[config.mk]
export PLATFORM = sky130hd
export DESIGN_NAME = nibble_serial_addsub
export DESIGN_NICKNAME = d
export VERILOG_FILES = /design/src/rtl/addsub_pkg.sv /design/src/rtl/nibble_addsub_slice.sv /design/src/rtl/nibble_serial_addsub.sv
export SDC_FILE = /design/constraint.sdc
export NUM_CORES = 1
export LEC_CHECK = 0
export CAP_MARGIN = 20
export CORE_UTILIZATION = 53
export CTS_BUF_LIST = sky130_fd_sc_hd__clkbuf_8 sky130_fd_sc_hd__clkbuf_16
export DETAILED_ROUTE_END_ITERATION = 8
export GPL_ROUTABILITY_DRIVEN = 0
export PLACE_DENSITY_LB_ADDON = 0.3
export SKIP_LAST_GASP = 1
export SLEW_MARGIN = 30
export SYNTH_ARGS = -nofsm -noshare
export SYNTH_HDL_FRONTEND = slang
export SYNTH_SLANG_ARGS = --single-unit
[constraint.sdc]
create_clock -name clk -period 3.8 [get_ports clk]
set_input_delay 0.95 -clock clk [delete_from_list [all_inputs] [get_ports clk]]
set_output_delay 0.95 -clock clk [all_outputs]
set_load 0.005 [all_outputs]
[src/rtl/addsub_pkg.sv]
// Shared definitions for the nibble-serial add/sub sequencer and its 4-bit slice.
package addsub_pkg;

    localparam int SLICE_W = 4;

    localparam logic OP_ADD = 1'b0;
    localparam logic OP_SUB = 1'b1;

    typedef enum logic [1:0] {
        IDLE = 2'd0,
        EXEC = 2'd1,
        DONE = 2'd2
    } state_t;

endpackage

[src/rtl/nibble_addsub_slice.sv]
// Combinational 4-bit add/subtract slice; B is inverted internally when sub=1.
module nibble_addsub_slice
    import addsub_pkg::*;
(
    input  logic [SLICE_W-1:0] a,
    input  logic [SLICE_W-1:0] b,
    input  logic               sub,
    input  logic               cin,
    output logic [SLICE_W-1:0] s,
    output logic               cout,
    output logic               c_msb
);

    logic [SLICE_W-1:0] b_x;
    logic [SLICE_W-1:0] low_sum;
    logic [1:0]         top_sum;

    assign b_x = b ^ {SLICE_W{sub}};

    // Split at the MSB so the carry into bit 3 is visible for overflow detection.
    assign low_sum = {1'b0, a[SLICE_W-2:0]} + {1'b0, b_x[SLICE_W-2:0]} + {{(SLICE_W-1){1'b0}}, cin};
    assign c_msb   = low_sum[SLICE_W-1];
    assign top_sum = {1'b0, a[SLICE_W-1]} + {1'b0, b_x[SLICE_W-1]} + {1'b0, c_msb};

    assign s    = {top_sum[0], low_sum[SLICE_W-2:0]};
    assign cout = top_sum[1];

endmodule

[src/rtl/nibble_serial_addsub.sv]
// Sequences a WIDTH-bit add/sub through one 4-bit slice, LSB nibble first,
// with valid/ready handshakes on both the request and the result side.
module nibble_serial_addsub
    import addsub_pkg::*;
#(
    parameter int WIDTH = 16
) (
    input  logic             clk,
    input  logic             rst_n,
    input  logic             in_valid,
    output logic             in_ready,
    input  logic [WIDTH-1:0] in_a,
    input  logic [WIDTH-1:0] in_b,
    input  logic             in_sub,
    output logic             out_valid,
    input  logic             out_ready,
    output logic [WIDTH-1:0] out_result,
    output logic             out_cout,
    output logic             out_ovf,
    output logic             out_zero,
    output logic             busy
);

    localparam int NIB = WIDTH / SLICE_W;
    localparam int CW  = (NIB > 1) ? $clog2(NIB) : 1;

    generate
        if ((WIDTH % SLICE_W) != 0 || WIDTH < SLICE_W) begin : g_bad_width
            $error("nibble_serial_addsub: WIDTH must be a multiple of 4 and >= 4");
        end
    endgenerate

    state_t            state, state_nx;
    logic [CW-1:0]     cnt;
    logic              carry;
    logic              sub_r;
    logic [WIDTH-1:0]  a_r, b_r;
    logic [WIDTH-1:0]  acc, acc_nx;

    logic [SLICE_W-1:0] a_n, b_n, s;
    logic               c_out, c_msb;
    logic               last;

    assign a_n  = a_r[int'(cnt)*SLICE_W +: SLICE_W];
    assign b_n  = b_r[int'(cnt)*SLICE_W +: SLICE_W];
    assign last = (cnt == CW'(NIB - 1));

    nibble_addsub_slice u_slice (
        .a     (a_n),
        .b     (b_n),
        .sub   (sub_r),
        .cin   (carry),
        .s     (s),
        .cout  (c_out),
        .c_msb (c_msb)
    );

    // Full result including the nibble being written this cycle; used for the
    // final capture so out_zero sees the complete word.
    always_comb begin
        acc_nx = acc;
        acc_nx[int'(cnt)*SLICE_W +: SLICE_W] = s;
    end

    always_comb begin
        state_nx = state;
        case (state)
            IDLE:    if (in_valid) state_nx = EXEC;
            EXEC:    if (last) state_nx = DONE;
            DONE:    if (out_ready) state_nx = IDLE;
            default: state_nx = IDLE;
        endcase
    end

    always_ff @(posedge clk or negedge rst_n) begin
        if (!rst_n) begin
            state <= IDLE;
        end else begin
            state <= state_nx;
        end
    end

    always_ff @(posedge clk or negedge rst_n) begin
        if (!rst_n) begin
            cnt        <= '0;
            carry      <= 1'b0;
            sub_r      <= OP_ADD;
            a_r        <= '0;
            b_r        <= '0;
            acc        <= '0;
            out_valid  <= 1'b0;
            out_result <= '0;
            out_cout   <= 1'b0;
            out_ovf    <= 1'b0;
            out_zero   <= 1'b0;
        end else begin
            case (state)
                IDLE: begin
                    if (in_valid) begin
                        a_r   <= in_a;
                        b_r   <= in_b;
                        sub_r <= in_sub;
                        carry <= in_sub;
                        cnt   <= '0;
                    end
                end
                EXEC: begin
                    acc   <= acc_nx;
                    carry <= c_out;
                    cnt   <= cnt + 1'b1;
                    if (last) begin
                        out_valid  <= 1'b1;
                        out_result <= acc_nx;
                        out_cout   <= c_out;
                        out_ovf    <= c_msb ^ c_out;
                        out_zero   <= (acc_nx == '0);
                    end
                end
                DONE: begin
                    if (out_ready) out_valid <= 1'b0;
                end
                default: ;
            endcase
        end
    end

    assign in_ready = (state == IDLE);
    assign busy     = (state != IDLE);

endmodule

# Yosys cells after proc, flatten, opt, wreduce, memory -nomap -nowiden
# Index checks and enable logic that the tools add are counted.
[totals]
regBits = 74
input_bits = 37
romBits = 0
ramBits = 0
latch_bits = 0
mem_count = 0
wordCells = 52
[op_classes]
muxes = 12
div = 0
n_mul = 0
shift = 4
n_addsub = 6
n_eq_ne = 6
magnitude_cmp = 0
n_reduce_logical = 10
bitwise = 2
[op_table]
columns = ["op", "count"]
rows = [
  ["$neg 4->33", 1],
  ["$shift 4x33->16 const A", 1],
  ["$shiftx 4x33->16", 1],
  ["$shiftx 16x5->4", 2],
  ["$bwmux 16", 1],
  ["$logic_not 16->1", 1],
  ["$mux 2", 4],
  ["$ne 2x2->1 const B", 3],
  ["$pmux 2 s3", 1],
  ["$reduce_and 2->1", 3],
  ["$reduce_and 3->1", 2],
  ["$reduce_bool 2->1", 3],
  ["$add 3x3->4", 1],
  ["$add 4x1->4", 1],
  ["$eq 2x2->1 const B", 2],
  ["$pmux 1 s2", 2],
  ["$pmux 2 s2", 1],
  ["$xor 4x4->4", 1],
  ["$mux 1", 3],
  ["$add 1x1->2", 1],
  ["$add 2x1->2", 1],
  ["$add 2x1->2 const B", 1],
  ["$eq 2x1->1 const B", 1],
  ["$logic_not 2->1", 1],
  ["$xor 1x1->1", 1],
]

# Depth between registers and ports, before layout
# Gate-level depths: netlist of the first run.
[logic_depth]
depth_word = 8
mapped_depth = 13
depth_no_buf = 11

# Modules after synthesis
# Synthesis of the first run repeated with hierarchy kept, for this count alone.
[hier_totals]
cells_unflattened = 361
area_unflattened_um2 = 3535.9
[by_module_without_submodules]
columns = ["module", "area_per_inst_um2", "instances", "cells_per_inst"]
rows = [
  ["nibble_serial_addsub", 3393.3, 1, 348],
  ["nibble_addsub_slice", 142.6, 1, 13],
]

# Least setup slack after synthesis of the first run
# Ideal clock, no wire load.
[synth_timing]
kind = "flip-flop to flip-flop"
startpoint = "register cnt[0]"
endpoint = "register out_zero"
t_arrival_ns = 3.195
synth_period_minus_slack_ns = 3.317
setup_time_ns = 0.122
path_slack_ns = 0.483
path_stages_with_launch = 12
cell_sequence = "dfrtp_1 clkbuf_16 buf_4 mux4_2 xnor2_1 fa_1 fa_1 xnor2_1 a31oi_1 nand4_1 nor2_1 a32o_1"
[synth_between]
elab_chain_len = 8
word_cells_on_any_way = 14
cone_classes = "5 x add/sub; 1 x eq/ne; 4 x shift; 1 x mux; 1 x bitwise; 2 x reduce/logical"
[synth_lines]
columns = ["item", "line_no", "source"]
rows = [
  ["from (decl)", "nibble_serial_addsub.sv:34", "logic [CW-1:0] cnt;"],
  ["from (signal assigned)", "nibble_serial_addsub.sv:110", "cnt <= cnt + 1'b1;"],
  ["$shiftx 16x5->4", "nibble_serial_addsub.sv:45", "assign b_n = b_r[int'(cnt)*SLICE_W +: SLICE_W];"],
  ["$xor 4x4->4", "nibble_addsub_slice.sv:18", "assign b_x = b ^ {SLICE_W{sub}};"],
  ["$add 3x3->4", "nibble_addsub_slice.sv:21", "assign low_sum = {1'b0, a[SLICE_W-2:0]} + {1'b0, b_x[SLICE_W-2:0]} + {{(SLICE_W-1){1'b0}}, cin};"],
  ["$add 4x1->4", "nibble_addsub_slice.sv:21", ""],
  ["$add 2x1->2", "nibble_addsub_slice.sv:23", "assign top_sum = {1'b0, a[SLICE_W-1]} + {1'b0, b_x[SLICE_W-1]} + {1'b0, c_msb};"],
  ["$shiftx 4x33->16", "nibble_serial_addsub.sv:62", "acc_nx[int'(cnt)*SLICE_W +: SLICE_W] = s;"],
  ["$bwmux 16", "nibble_serial_addsub.sv:62", ""],
  ["$logic_not 16->1", "nibble_serial_addsub.sv:116", "out_zero <= (acc_nx == '0);"],
  ["to (signal assigned)", "nibble_serial_addsub.sv:116", ""],
  ["to (decl)", "nibble_serial_addsub.sv:20", "output logic out_zero,"],
]
# Parallel ways exist; a longest one is shown, timed or not.
# A chain may end at the register's enable or synchronous reset.

# Final worst setup path of the first run
# Same ends and word-level chain as after synthesis.

==> impl_results.md, run 1 <==
- TritonCTS clock tree: yes
- Number of global-route vias before repair: approximately 2700
- Drt drc: 8
- Syn_area_per_cell: between 9 and 10 um2
- Reg2reg end: out_zero
- Worst path slowest cell: fa_1
- Reg2reg start: cnt[0]
- CP Depth: 11
- Die height: 84.2 um
- 1st-pass router iterations: 7
- Synth area leader: dfrtp_1
- Placed insts: 493
- Post-synthesis register bit count: 74
- Net Sw Frac: 0.402
- Worst EP arrival: between 3000 and 4000 ps
- Syn Inst Count: 373
- Final Cycle Share: 0.897
- Top-Level Pins: between 50 and 60
- Layout Cells excl Fill: ~500
- Yosys warnings: 0
- Maxcap violations: 0
- Share of the synthesized area in the top cell type: 0.517
- Setup crit end kind: flip-flop
- Min-delay worst type: reg -> reg
- Fin area: ~4400 um2
- Internal power: 2.71 mW
- IO Port Bufs: 58
- Final net count: between 400 and 500
- Hold Fails Final Rpt: 0
- First-pass GRT wire length: around 12000 um
- Critical-path cell list: mux4_2 > xor2_1 > ha_1 > nor2b_1 > o21ai_0 > nand2b_1 > fa_1 > a41oi_1 > nand4_1 > nor2_1 > a32o_1
- Critical Path Fanout Max: 8
- Slew HR: 0.561
- Max VDD drop: around 0.00076 V
- Largest net degree at the start of global routing: 75
- CTS sink cnt: 74
- Iter 0 DRT Violations: between 150 and 200
- Fmax: between 200 and 300 MHz
- ANT nets after route: 0
- Clock latency on the worst-skew pair: between 300 and 400 ps
- WL/cell: approximately 14 um
- CP top delay family: adder cells
- H-tree depth: 3
- Total negative setup slack: 0 ps
- Total Routed Length: between 7000 and 8000 um
- Sequential share of power: 0.303
- Sequential element share of the synthesized area: 0.517
- CP Buf/Inv Count: 0
- Commonest non-fill, non-tap cell in the layout: nand2_1
- Multi-input gate area: between 1500 and 2000 um2
- RSZ-0062 raised after global routing: false
- Post-Syn Area: about 3600 um2
- Tightest Pin Transition: ~660 ps
- DR vias: 2728
- CP endpoint: out_zero
- Hold Slack: about 480 ps
- Final Max Slew Viols: 0
- # fillers: 526
- Failing checks: DRC
- Clock transition at path regs: about 80 ps
- Total CTS buffers: 9
- Grt ovf: 0
- Synthesized Nets: around 420
- Rows: 29
- Hold_buf cts: 0
- Area contributors post-synth: dfrtp_1, nand2_1, mux4_2
- Core area: 6420 um2
- DP Area: around 4200 um2
- Worst Setup SP: cnt[0]
- Clk buf depth: 2
- Share of cells above drive strength 1: 0.0880
- Skew final: ~7.0 ps
- Hpwl dp: ~5000 um
- Cells on worst reg2reg path: 11
- # setup viols final: 0
- Most frequent cells in the layout: nand2_1, dfrtp_1, clkdlybuf4s50_1, o21ai_0, nor2b_1
- Initial Utilization: 0.558
- Netlist cell types: 36
- Vias/cell: between 5 and 6
- Kind of critical path: reg -> reg
- Min Clock Period, post-route: between 3000 and 4000 ps
- PD cells: between 1000 and 1500 nW/um2
- FF/Latch Area: between 1500 and 2000 um2
- GRT Overall Usage: 0.228
- Setup crit start kind: flip-flop
- Leakage power: approximately 2.1 nW
- Full die area: 7100 um2
- Total power: between 4 and 5 mW
- Horiz. Die Dim: between 80 and 90 um
- CTS root buffer: clkbuf_8
- Logic pwr share: 0.510
- Clk pwr share: 0.187
- Reg2Reg Setup Slack: 390 ps
- Status: finished, violations left
- Initial antenna violation count: 0
- Sw power: roughly 1.8 mW
- Number of diodes: 0
- Crit path largest cell delay: 610 ps
- Worst EP required: 4040 ps
- Post-CTS Setup Bufs: 0
- Synth-to-Final Area Change: 24.0%
- Cts repair resizes: 0
-- routing by layer --
layer	vias up	global-route usage	share of wire	wire, um
met5	-	0	0	0
met4	0	0.122	0.029	206
met3	18	0.0433	0.057	404
met2	103	0.372	0.49	3510
met1	1270	0.290	0.42	3000
li1	1337	-	-	-
-- registers in the layout (all words and copies together), names as in the netlist --
| name | flops |
|---|---|
| out_ovf | 1 |
| b_r | 16 |
| acc | 16 |
| state | 2 |
| out_valid | 1 |
| a_r | 16 |
| sub_r | 1 |
| out_result | 16 |
| out_zero | 1 |
| cnt | 2 |
| out_cout | 1 |
| carry | 1 |
-- power groups by stage --
stage	Clock [mW]	Combinational (mW)	Sequential, mW
finish	0.850	2.31	1.37
global route	0.895	2.58	1.42
CTS	0.865	2.31	1.38
detailed placement	0	2.30	1.39
global placement	0	2.22	1.38
floorplan	0	1.66	1.30
-- worst reg2reg max path, stage by stage (launching register included) --
cell      delay [ps]
dfrtp_1          600
mux4_2           570
xor2_1           220
ha_1             280
nor2b_1          130
o21ai_0          150
nand2b_1         130
fa_1             610
a41oi_1          190
nand4_1          150
nor2_1            50
a32o_1           240
-- kinds of logic (layout without fill, tap and decap cells) --
| logic type | count (synthesis) | in the layout | synth area share |
|---|---|---|---|
| and+or+nand+nor | 182 | 182 | 0.222 |
| DFF | 74 | 74 | 0.517 |
| AOI/OAI and AO/OA | 56 | 56 | 0.0883 |
| buffers and inverters | 32 | 91 | 0.0517 |
| muxes | 12 | 12 | 0.0621 |
| adders and majority gates | 11 | 11 | 0.0447 |
| xor gates and xnor gates | 6 | 6 | 0.0147 |
-- Yosys cell counts --
cell type  number
a32o_1          2
o21ai_1         1
buf_2           8
nor2_1         14
buf_4           1
clkbuf_1        8
nand3_1         5
o31ai_1         2
nand2b_1        1
nor4b_1         1
nand4_1         2
o21ai_0        24
xor2_1          3
and4_1          1
mux4_2          8
fa_1            3
mux2i_1         2
nor2b_1        15
xnor2_1         3
a21oi_1        14
dfrtp_1        74
mux2_1          1
mux2_2          1
nor3_1          3
and2b_2         3
nand2_1       132
ha_1            8
and3_2          1
clkbuf_16       1
nor3b_2         3
o311ai_1        1
and2_1          1
a31oi_1        11
inv_1          11
clkbuf_8        3
a41oi_1         1
-- cell type report --
class                   count  area share
multi-input cells         267       0.349
inverters                  11     0.00929
well taps                  77      0.0217
repair buffers             64       0.140
clock buffers               9      0.0279
clock inverters             7      0.0355
flip-flops and latches     74       0.417
-- stage by stage --
step | setup slack (ps) | utilization
2_1_floorplan | 483 | -
3_3_place_gp | 533 | 0.647
3_5_place_dp | 374 | 0.648
4_1_cts | 377 | 0.692
5_1_grt | 130 | 0.692
6_report | 391 | 0.692
-- worst min-delay path by stage --
stage | startpoint | to | slack, ps | depth (start not counted)
2_1_floorplan | a_r[10] | a_r[10] | 440 | 2
3_3_place_gp | acc[10] | acc[10] | 450 | 2
3_5_place_dp | b_r[15] | b_r[15] | 460 | 2
4_1_cts | b_r[15] | b_r[15] | 480 | 2
5_1_grt | b_r[15] | b_r[15] | 500 | 2
6_report | b_r[15] | b_r[15] | 480 | 2
Note: power is estimated with default switching activity, not from simulation.
==> run 2: changes to the inputs <==
--- a/config.mk
+++ b/config.mk
@@ -10,7 +10,7 @@
 export CTS_BUF_LIST = sky130_fd_sc_hd__clkbuf_8 sky130_fd_sc_hd__clkbuf_16
 export DETAILED_ROUTE_END_ITERATION = 8
 export GPL_ROUTABILITY_DRIVEN = 0
-export PLACE_DENSITY_LB_ADDON = 0.3
+export PLACE_DENSITY = 0.79
 export SKIP_LAST_GASP = 1
 export SLEW_MARGIN = 30
 export SYNTH_ARGS = -nofsm -noshare
==> run 2 against run 1 <==
  * The flow still finishes with violations (DRC)
  * Sequential cell count unchanged
  * Sequential power about the same
  * Largest cell class unchanged
  * Critical endpoint unchanged
  * Final cell count grew 0.20%
  * Via count rose by 0.81%
  * Combinational power barely moved
==> impl_results.md, run 2 (synthesized netlist as in run 1, its figures left out) <==
- FF/Latch Area: 1850 um2 (unchanged)
- Worst EP required: 4040 ps (about the same)
- Number of diodes: 0 (unchanged)
- Max VDD drop: 0.000672 V (was 0.000761 V)
- Commonest non-fill, non-tap cell in the layout: nand2_1 (unchanged)
- Clock transition at path regs: 70 ps (was 80 ps)
- Hold_buf cts: 0 (unchanged)
- 1st-pass router iterations: 8 (was 7)
- Fmax: 292 MHz (was 293 MHz)
- WL/cell: 13.9 um (was 14.0 um)
- Initial Utilization: 0.558 (unchanged)
- Min Clock Period, post-route: 3420 ps (was 3410 ps)
- # setup viols final: 0 (unchanged)
- GRT Overall Usage: 0.229 (was 0.228)
- Most frequent cells in the layout: nand2_1, dfrtp_1, clkdlybuf4s50_1, o21ai_0, nor2b_1 (unchanged)
- DR vias: 2750 (was 2728)
- Failing checks: DRC (unchanged)
- Setup crit start kind: flip-flop (unchanged)
- Vias/cell: 5.39 (was 5.36)
- Hold Fails Final Rpt: 0 (unchanged)
- Drt drc: 6 (was 8)
- Core area: 6420 um2 (unchanged)
- Worst EP arrival: 3660 ps (was 3650 ps)
- ANT nets after route: 0 (unchanged)
- Total CTS buffers: 9 (unchanged)
- RSZ-0062 raised after global routing: false (unchanged)
- Die height: 84.2 um (unchanged)
- Clk buf depth: 2 (unchanged)
- Hpwl dp: 4870 um (was 5000 um)
- Total Routed Length: 7070 um (was 7120 um)
- Share of cells above drive strength 1: 0.0947 (was 0.0880)
- CTS sink cnt: 74 (unchanged)
- H-tree depth: 3 (unchanged)
- First-pass GRT wire length: 12500 um (was 12400 um)
- Total negative setup slack: 0 ps (unchanged)
- Critical Path Fanout Max: 9 (was 8)
- TritonCTS clock tree: yes (unchanged)
- Skew final: 8.58 ps (was 7.03 ps)
- Maxcap violations: 0 (unchanged)
- Initial antenna violation count: 0 (unchanged)
- Post-CTS Setup Bufs: 0 (unchanged)
- Rows: 29 (unchanged)
- Iter 0 DRT Violations: 167 (was 155)
- Final Max Slew Viols: 0 (unchanged)
- Min-delay worst type: reg -> reg (unchanged)
- Cts repair resizes: 0 (unchanged)
- Status: finished, violations left (unchanged)
- Slew HR: 0.630 (was 0.561)
- Layout Utilization: 0.695 (was 0.692)
- Leakage power: 2.08 nW (about the same)
- Final Cycle Share: 0.900 (was 0.897)
- Kind of critical path: reg -> reg (unchanged)
- Horiz. Die Dim: 84.2 um (unchanged)
- Multi-input gate area: 1550 um2 (unchanged)
- Synth-to-Final Area Change: 24.6% (was 24.0%)
- Full die area: 7100 um2 (unchanged)
- Number of global-route vias before repair: 2778 (was 2692)
- Final net count: 476 (was 475)
- Grt ovf: 0 (unchanged)
- CTS root buffer: clkbuf_8 (unchanged)
- Top-Level Pins: 59 (unchanged)
- Largest net degree at the start of global routing: 75 (unchanged)
- PD cells: 1020 nW/um2 (about the same)
- IO Port Bufs: 58 (unchanged)
- Setup crit end kind: flip-flop (unchanged)
- Clock latency on the worst-skew pair: 350 ps (about the same)
- Tightest Pin Transition: 553 ps (was 658 ps)
- # fillers: 503 (was 526)
-- run 2: power by group --
| group | internal (mW) | switching [mW] | total, mW | leakage (nW) |
|---|---|---|---|---|
| combinational | 1.01 | 1.30 | 2.31 | 1.00 |
| clock | 0.557 | 0.293 | 0.850 | 0.143 |
| sequential | 1.14 | 0.238 | 1.38 | 0.937 |
-- run 2: metal layers --
metal  up-vias  track usage  share of wire
met5         -            0              0
met4         0       0.0893          0.020
met3        17       0.0718          0.058
met1      1305        0.271           0.42
met2        89        0.390           0.51
li1       1339            -              -
-- run 2: critical path, cell delays in order (launching register included) --
cell	delay [ps]
dfrtp_1	640
mux4_2	570
xor2_1	210
ha_1	270
nor2b_1	120
o21ai_0	140
nand2b_1	130
fa_1	620
a41oi_1	180
nand4_1	140
nor2_1	50
a32o_1	250
-- run 2: final timing paths --
path	to	start	cells past startpoint	slack [ps]
worst max-delay path	out_zero	cnt[0]	11	380
worst min-delay path	a_r[7]	a_r[7]	2	470
worst max register to register	out_zero	cnt[0]	11	380
worst min register to register	a_r[7]	a_r[7]	2	470
max in group asynchronous	a_r[14]	rst_n	2	2880
min in group asynchronous	out_result[14]	rst_n	2	610
-- run 2: cell type report --
class,instances,area share
Tap cell,77,0.0216
Timing Repair Buffer,65,0.143
Clock buffer,12,0.0370
Sequential cell,74,0.415
Multi-Input combinational cell,267,0.347
Inverter,11,0.00925
Clock inverter,4,0.0269
-- run 2: metrics by stage --
step / hold slack, ps / cell area (um2) / instances / total power, mW / setup WS (ps)
3_3_place_gp: 454 / 4180 / 494 / 3.61 / 475
3_5_place_dp: 463 / 4180 / 494 / 3.69 / 384
4_1_cts: 477 / 4460 / 510 / 4.57 / 327
6_report: 474 / 4470 / 510 / 4.54 / 378
5_1_grt: 502 / 4470 / 510 / 4.89 / 137
2_1_floorplan: 440 / 3580 / 373 / 2.97 / 483
==> run 3: changes to the inputs <==
--- a/config.mk
+++ b/config.mk
@@ -6,11 +6,11 @@
 export NUM_CORES = 1
 export LEC_CHECK = 0
 export CAP_MARGIN = 20
-export CORE_UTILIZATION = 53
+export CORE_UTILIZATION = 46
 export CTS_BUF_LIST = sky130_fd_sc_hd__clkbuf_8 sky130_fd_sc_hd__clkbuf_16
 export DETAILED_ROUTE_END_ITERATION = 8
 export GPL_ROUTABILITY_DRIVEN = 0
-export PLACE_DENSITY = 0.79
+export PLACE_DENSITY = 0.81
 export SKIP_LAST_GASP = 1
 export SLEW_MARGIN = 30
 export SYNTH_ARGS = -nofsm -noshare
==> run 3 against run 2 <==
  * Via count about the same
  * Maximum frequency fell by 0.18%
  * Clock skew barely moved
  * Clock-buffer cell count fell by 3
  * Total power is 4.5% lower
  * Clock power is 23% lower
  * Wire length increased by 3.2%
  * Worst setup slack worse by 6.3 ps
  * The run now ends clean
  * Non-clock buffer count increased by 1
  * Highest routed layer unchanged
==> impl_results.md, run 3 (synthesized netlist as in run 1, its figures left out) <==
- CP top delay family: adder cells (unchanged)
- Leakage power: 2.04 nW (was 2.08 nW)
- Clock transition at path regs: 80 ps (was 70 ps)
- Critical Path Fanout Max: 9 (unchanged)
- CP dominant cell by count: fa_1
- Critical-path cell list: mux4_2 > xnor2_1 > fa_1 > nor2b_1 > o21ai_0 > nand2b_1 > fa_1 > a31oi_1 > o21ai_1 > nor3_1 > a32o_1 (was mux4_2 > xor2_1 > ha_1 > nor2b_1 > o21ai_0 > nand2b_1 > fa_1 > a41oi_1 > nand4_1 > nor2_1 > a32o_1)
- Layout Utilization: 0.595 (was 0.695)
- Reg2Reg Setup Slack: 370 ps (was 380 ps)
- Largest net degree at the start of global routing: 47 (was 75)
- Die height: 90.3 um (was 84.2 um)
- Reg2reg start: cnt[0] (unchanged)
- Initial antenna violation count: 0 (unchanged)
- Clock latency on the worst-skew pair: 350 ps (about the same)
- DR vias: 2752 (was 2750)
- GRT Overall Usage: 0.200 (was 0.229)
- H-tree depth: 3 (unchanged)
- Most frequent cells in the layout: nand2_1, dfrtp_1, clkdlybuf4s50_1, o21ai_0, nor2b_1 (unchanged)
- Number of diodes: 0 (unchanged)
- Post-CTS Setup Bufs: 0 (unchanged)
- WL/cell: 13.7 um (was 13.9 um)
- Cts repair resizes: 0 (unchanged)
- Grt ovf: 0 (unchanged)
- PD cells: 984 nW/um2 (was 1020 nW/um2)
- Fin area: 4410 um2 (was 4470 um2)
- Top-Level Pins: 59 (unchanged)
- RSZ-0062 raised after global routing: false (unchanged)
- Skew final: 8.87 ps (was 8.58 ps)
- Multi-input gate area: 1550 um2 (about the same)
- Max VDD drop: 0.000568 V (was 0.000672 V)
- Reg2reg end: out_zero (unchanged)
- Commonest non-fill, non-tap cell in the layout: nand2_1 (unchanged)
- Initial Utilization: 0.484 (was 0.558)
- Hpwl dp: 5220 um (was 4870 um)
- CP Depth: 11 (unchanged)
- Iter 0 DRT Violations: 156 (was 167)
- Core area: 7410 um2 (was 6420 um2)
- Horiz. Die Dim: 90.3 um (was 84.2 um)
- CP endpoint: out_zero (unchanged)
- ANT nets after route: 0 (unchanged)
- Setup crit start kind: flip-flop (unchanged)
- Total CTS buffers: 9 (unchanged)
- First-pass GRT wire length: 12900 um (was 12500 um)
- Crit path largest cell delay: 650 ps (was 640 ps)
- Fmax: 292 MHz (about the same)
- TritonCTS clock tree: yes (unchanged)
- Tightest Pin Transition: 583 ps (was 553 ps)
- Slew HR: 0.611 (was 0.630)
- Share of cells above drive strength 1: 0.0901 (was 0.0947)
- Final Max Slew Viols: 0 (unchanged)
- Final net count: 477 (was 476)
- Total Routed Length: 7300 um (was 7070 um)
- # fillers: 636 (was 503)
- Maxcap violations: 0 (unchanged)
- Min-delay worst type: reg -> reg (unchanged)
- FF/Latch Area: 1850 um2 (unchanged)
- Number of global-route vias before repair: 2883 (was 2778)
- Hold Slack: 477 ps (was 474 ps)
- DP Area: 4200 um2 (was 4180 um2)
- CTS sink cnt: 74 (unchanged)
- Worst EP arrival: 3720 ps (was 3660 ps)
- Hold_buf cts: 0 (unchanged)
- Rows: 31 (was 29)
- # setup viols final: 0 (unchanged)
- Hold Fails Final Rpt: 0 (unchanged)
- Final Cycle Share: 0.902 (was 0.900)
- Synth-to-Final Area Change: 23.0% (was 24.6%)
- Worst EP required: 4090 ps (was 4040 ps)
- Worst path slowest cell: dfrtp_1 (unchanged)
- Status: complete, no violations (was finished, violations left)
- CP Buf/Inv Count: 0 (unchanged)
- Kind of critical path: reg -> reg (unchanged)
- 1st-pass router iterations: 4 (was 8)
- CTS root buffer: clkbuf_8 (unchanged)
- Setup crit end kind: flip-flop (unchanged)
- Cells on worst reg2reg path: 11 (unchanged)
- Full die area: 8150 um2 (was 7100 um2)
- Worst Setup SP: cnt[0] (unchanged)
- Clk buf depth: 2 (unchanged)
- Min Clock Period, post-route: 3430 ps (was 3420 ps)
- Vias/cell: 5.17 (was 5.39)
- Total negative setup slack: 0 ps (unchanged)
- IO Port Bufs: 58 (unchanged)
- Drt drc: 0 (was 6)
- Total power: 4.34 mW (was 4.54 mW)
## run 3: cell count changes in the layout (fill, tap and decap cells not counted), sizes merged
cell / before / now
buf: 8 / 9
bufinv: 4 / 2
clkbuf: 12 / 9
clkinv: 0 / 1
clkinvlp: 0 / 2
inv: 11 / 12
## run 3: routing by layer
metal	vias to the layer above	track usage	routed length, um
met5	-	0	0
met4	0	0.108	207
met3	17	0.0328	342
met2	89	0.338	3600
met1	1309	0.247	3150
li1	1337	-	-
## run 3: stage by stage
step	instances	worst slack, ps
2_1_floorplan	373	483
4_1_cts	532	367
3_5_place_dp	517	375
3_3_place_gp	517	469
6_report	532	372
5_1_grt	532	128
## run 3: how the worst min path moves through the flow
stage | startpoint | end | slack [ps] | cells past startpoint
6_report | a_r[15] | a_r[15] | 480 | 2
5_1_grt | a_r[7] | a_r[7] | 500 | 2
4_1_cts | a_r[15] | a_r[15] | 480 | 2
3_3_place_gp | a_r[0] | a_r[0] | 450 | 2
3_5_place_dp | a_r[15] | a_r[15] | 460 | 2
2_1_floorplan | a_r[10] | a_r[10] | 440 | 2
## run 3: tightest hold or removal path, cell delays in order, from the launching register on
cell	delay (ps)
dfrtp_1	350
nand2_1	50
nand2_1	50
## run 3: cell type report
cell class                      instances  area share
Clock buffer                            9      0.0281
Clock inverter                          6      0.0190
Inverter                               11     0.00936
Multi-Input combinational cell        267       0.351
Sequential cell                        74       0.420
Tap cell                               99      0.0281
Timing Repair Buffer                   66       0.145
## run 3: power by group
group,internal [mW],switching (mW),leakage (nW)
Sequential,1.14,0.239,0.937
Combinational,1.01,1.30,1.01
Clock,0.362,0.288,0.103
Total,2.51,1.83,2.04
==> edit, RTL diff (config.mk and constraints of run 1) <==
Change the parameter `WIDTH` from 16 to 32.
--- a/src/rtl/nibble_serial_addsub.sv
+++ b/src/rtl/nibble_serial_addsub.sv
@@ -3,7 +3,7 @@
 module nibble_serial_addsub
     import addsub_pkg::*;
 #(
-    parameter int WIDTH = 16
+    parameter int WIDTH = 32
 ) (
     input  logic             clk,
     input  logic             rst_n,
Ports: changed (resized in_a, in_b and out_result); port bits go from 59 to 107. The function was not compared with the original's and may differ.
==> edit against run 1 <==
Synthesized cell count rose by 86%; setup slack worse by 290 ps; largest cell class unchanged; largest power group unchanged; sequential cell count up 65; total power rose by 91%; critical path type unchanged; final area is 93% higher; area after synthesis rose by 89%; wire length is 120% higher.
==> edit: results (changes against run 1) <==
Synthesized instance count -> 692 (+86%)
CTS clock-pin slew for the worst setup and hold paths -> 60 ps (-20 ps)
Final Skew -> 7.54 ps (+0.508 ps)
Root buf cell -> clkbuf_16
Met2 GRT Util -> 42.7% (+5.5 points)
Distinct cell type count after synthesis -> 59 (+64%)
Initial DRT Pass Iterations -> 5 (-2)
Relative slew slack -> 36.7% (-19 points)
DR vias -> 5382 (+97%)
Gr usage total -> 25.5% (+2.7 points)
VDD IR-drop max -> 0.671 mV (-12%)
Placed instance count -> 943 (+91%)
Synth Net Count -> 773 (+84%)
Global Route met3 Usage -> 5.85% (+1.5 points)
Synth top area cells -> dfrtp_1 51%, nand2_1 14%, mux4_2 4.7%
Post-place setup slack -> 121 ps (-253 ps)
Max stage delay on crit path -> 770 ps (+160 ps)
CTS Buf Count -> 17 (+8)
Post-Synth Adder-Cell Area -> 2.55% (-1.9 points)
Clock Latency Late Sink -> 420 ps (+70 ps)
Total wire length -> 15.4 mm (+120%)
Static Leak -> 4.08 nW (+96%)
Synth Area in XOR/XNOR -> 0.888% (-0.58 points)
Reg2Reg Depth -> 9 (-2)
Status -> completed
Vias in the first global route -> 5402 (+100%)
Sequential share of power -> 28.8% (-1.5 points)
M1 WL -> 6.28 mm (+110%)
DRT iter0 DRCs -> 316 (+100%)
Fraction of layout cells with a size suffix above 1 -> 12.6% (+3.8 points)
Final WS setup -> 104 ps (-287 ps)
Comb pwr -> 4.58 mW (+98%)
DR WL met2 -> 7.63 mm (+120%)
Synth cell count leaders -> 260 x nand2_1, 139 x dfrtp_1, 49 x o21ai_0, 29 x nor2_1, 27 x mux2i_1
Post-synthesis compound-gate area fraction -> 7.88% (-0.95 points)
Hold endpoint -> a_r[10]$_DFFE_PN0P_
Psw -> 3.63 mW (+99%)
Htree depth -> 4 (+1)
Final HPWL DP -> 10.7 mm (+110%)
Final nets -> 875 (+84%)
Buffers on Ports -> 106 (+83%)
Hold slack -> 472 ps (-3.57 ps)
Post-DR vias/cell -> 5.52 (+3.0%)
-- edit: cell count changes in the layout (fill, tap and decap cells not counted), moves of 9 or more --
cell | before | now
o21ai_0 | 24 | 49
nor3_1 | 3 | 12
mux2_2 | 1 | 21
nor2b_1 | 15 | 3
nor2_1 | 14 | 29
clkdlybuf4s50_1 | 57 | 105
clkbuf_16 | 0 | 17
a31oi_1 | 11 | 0
nand2_1 | 131 | 259
dfrtp_1 | 74 | 138
mux2i_1 | 2 | 26
-- edit: cell type report --
cell class / count / area, µm² / share of cell area, %
Sequential cell: 139 / 3480 / 40.6
Timing Repair Buffer: 120 / 1190 / 13.9
Clock buffer: 20 / 467 / 5.44
Inverter: 10 / 37.5 / 0.438
Tap cell: 168 / 210 / 2.45
Clock inverter: 12 / 108 / 1.25
Multi-Input combinational cell: 506 / 3080 / 35.9
